<file path="src/rtl/store_match.sv">
// store_match: combinational address matcher; the lowest valid index wins on duplicates.
module store_match #(
    parameter int DEPTH = 8,
    parameter int IDX_W = 3
) (
    input  logic [31:0]            adr,
    input  logic [DEPTH-1:0][31:0] entryAdr,
    input  logic [DEPTH-1:0]       valid,
    output logic                   hit,
    output logic [IDX_W-1:0]       hitIdx
);

    always_comb begin
        hit = 1'b0;
        hitIdx = '0;
        for (int i = DEPTH - 1; i >= 0; i--) begin
            if (valid[i] && entryAdr[i] == adr) begin
                hit = 1'b1;
                hitIdx = IDX_W'(i);
            end
        end
    end

endmodule

</file>
<file path="config.mk">
export PLATFORM = sky130hd
export DESIGN_NAME = store_match
export DESIGN_NICKNAME = d
export VERILOG_FILES = /design/src/rtl/store_match.sv
export SDC_FILE = /design/constraint.sdc
export NUM_CORES = 1
export LEC_CHECK = 0
export ABC_AREA = 0
export BUFFER_PORTS_ARGS = -buffer_cell sky130_fd_sc_hd__clkbuf_2
export CORE_AREA = 5 5 113 115
export DETAILED_ROUTE_END_ITERATION = 10
export DIE_AREA = 0 0 118 120
export PLACE_DENSITY = 0.74
export SYNTH_ARGS = -nofsm -noshare
export SYNTH_HDL_FRONTEND = slang
export SYNTH_SLANG_ARGS = --single-unit
export TNS_END_PERCENT = 100
</file>
<file path="constraint.sdc">
create_clock -name vclk -period 5.58
set_clock_uncertainty 0.1 [all_clocks]
set_input_delay 0.279 -clock vclk [all_inputs]
set_output_delay 0.279 -clock vclk [all_outputs]
set_load 0.05 [all_outputs]
</file>
==> metrics.cfg <==
[yosys]
synth_nets=690
yosysSeqAreaShare_pct=0
syn_area_um2=3160
syn_avg_cell_area_um2=8.03
synthCells=394
synth-warning-count=0
synth_cell_types=25

[critical_path]
cp_cell_sequence=clkbuf_2 > xnor2_1 > nand4_1 > nor4_1 > nand4_1 > or4_1 > nand2_1 > a31oi_1 > nor2_2 > clkbuf_2
critPathKind=primary input to primary output
critPathCaptureType=primary output
cp-start-kind=primary input
critical-path-max-stage-delay_ns=0.63
critPathMaxFanout=8
cp_num_buf_inv=2
crit_path_top_delay_cell=or4_1
crit_arrival_ns=3.04
path_delay_family=simple AND/OR/NAND/NOR gates
cp.required_ns=5.20

[layout]
n_fill_cell=1283
final_cell_mix=clkbuf_2 (300), xnor2_1 (177), xor2_1 (78)
diodes=0
nets=960
seq_cell_count=0
multi_input_area_um2=2910
clock_buffer_count=0
regArea_um2=0
area_delta_synth_final_pct=45.4
drive_gt1_share_pct=46.5
final_common_cell=clkbuf_2

[timing]
hold_violations=0
worst_pin_slew_ns=0.677
relSlewSlack_pct=54.4
tns_ns=0
setup_viol_count_final=0
rsz0062_at_grt=no
finalMaxSlewViolations=0
fmax_mhz=293
min_period_ns=3.42
min_period_over_period_pct=61.2
final.setup.worst_slack_ns=2.16

[floorplanning]
die_area_um2=14200
rows=40
num_io_pins=300
die_w_um=118
die_h_um=120
initial_core_util_pct=27.0
core_area_um2=11700

[power_and_ir_drop]
peakVddDrop_uv=58.9
p_total_mw=0.365
p_leak_nw=2.09
powerDensity_nw_per_um2=79.4

[global_routing]
grt_max_degree=9
antenna_found_initial=1
grt_pass1_wl_um=25400
track_usage_pct=23.8
grt_pass1_vias=4166
gr-total-overflow=0

[placement]
portBuffers=300
dp_hpwl_um=15700
place_ws_ns=2.06
gp_congestion=0.910

[routing]
firstDrtPassIters=5
num_vias=3838
drt_first_iter_violations=189
wl_um=17900
post_drt_wl_per_cell_um=22.1
drc=0
routed_via_density=4.74
ant_nets=0

[clock_network]
cts-resized-gates=0
cts_setup_buffers=0
hold_buffers=0

[flow_run]
drv_cap=0

[min_path]
hold_path.class=primary input to primary output

[status]
status=completed

==> cell type report <==
| class | instances | share of cell area, % |
|---|---|---|
| Tap cell | 147 | 4.00 |
| Timing Repair Buffer | 300 | 32.6 |
| Inverter | 1 | 0.0816 |
| Multi-Input combinational cell | 361 | 63.3 |
==> path summary, 6_finish.rpt <==
kind                   endpoint     start  slack (ns)  depth (start not counted)
worst max-delay path  hitIdx[1]   adr[28]        2.16                         10
worst min-delay path  hitIdx[0]  valid[1]        1.06                          5
==> metal layers <==
layer / part of all wire (%) / global-route usage [%] / up-vias
met2: 51 / 43.6 / 238
met4: 2.2 / 4.44 / 2
li1: - / - / 1863
met1: 38 / 27.9 / 1713
met5: 0.073 / 0 / -
met3: 9.4 / 6.22 / 22
==> Yosys cell counts, types with 2 or more instances <==
cell type	number	area share [%]
or4_4	2	0.71
nor4_1	26	5.1
buf_6	11	3.9
nand2_1	4	0.47
nand4_1	43	8.5
buf_2	13	2.1
and3_1	3	0.59
buf_4	8	1.9
nor3_1	5	0.79
nand3_1	11	1.7
xnor2_1	177	49
xor2_1	78	22
==> stage by stage <==
stage	hold WS [ns]	area [um2]	cells	util, %
2_1_floorplan	0.913	3160	394	-
3_3_place_gp	1.06	4600	809	39.3
3_5_place_dp	1.06	4600	809	39.3
4_1_cts	1.06	4600	809	39.3
5_1_grt	1.10	4600	809	39.3
6_report	1.06	4600	809	39.3
==> kinds of logic after synthesis <==
logic type      count (synthesis)  synth area share (%)
xor+xnor                      256                  71.1
simple gates                  100                  19.4
buf+inv                        33                  7.99
compound gates                  5                  1.50
==> power breakdown <==
group          total, mW  leakage [nW]  switching [mW]  internal, mW
clock                  0             0               0             0
sequential             0             0               0             0
combinational      0.365          2.09           0.177         0.188
No activity file was read; power rests on OpenSTA's default activity.
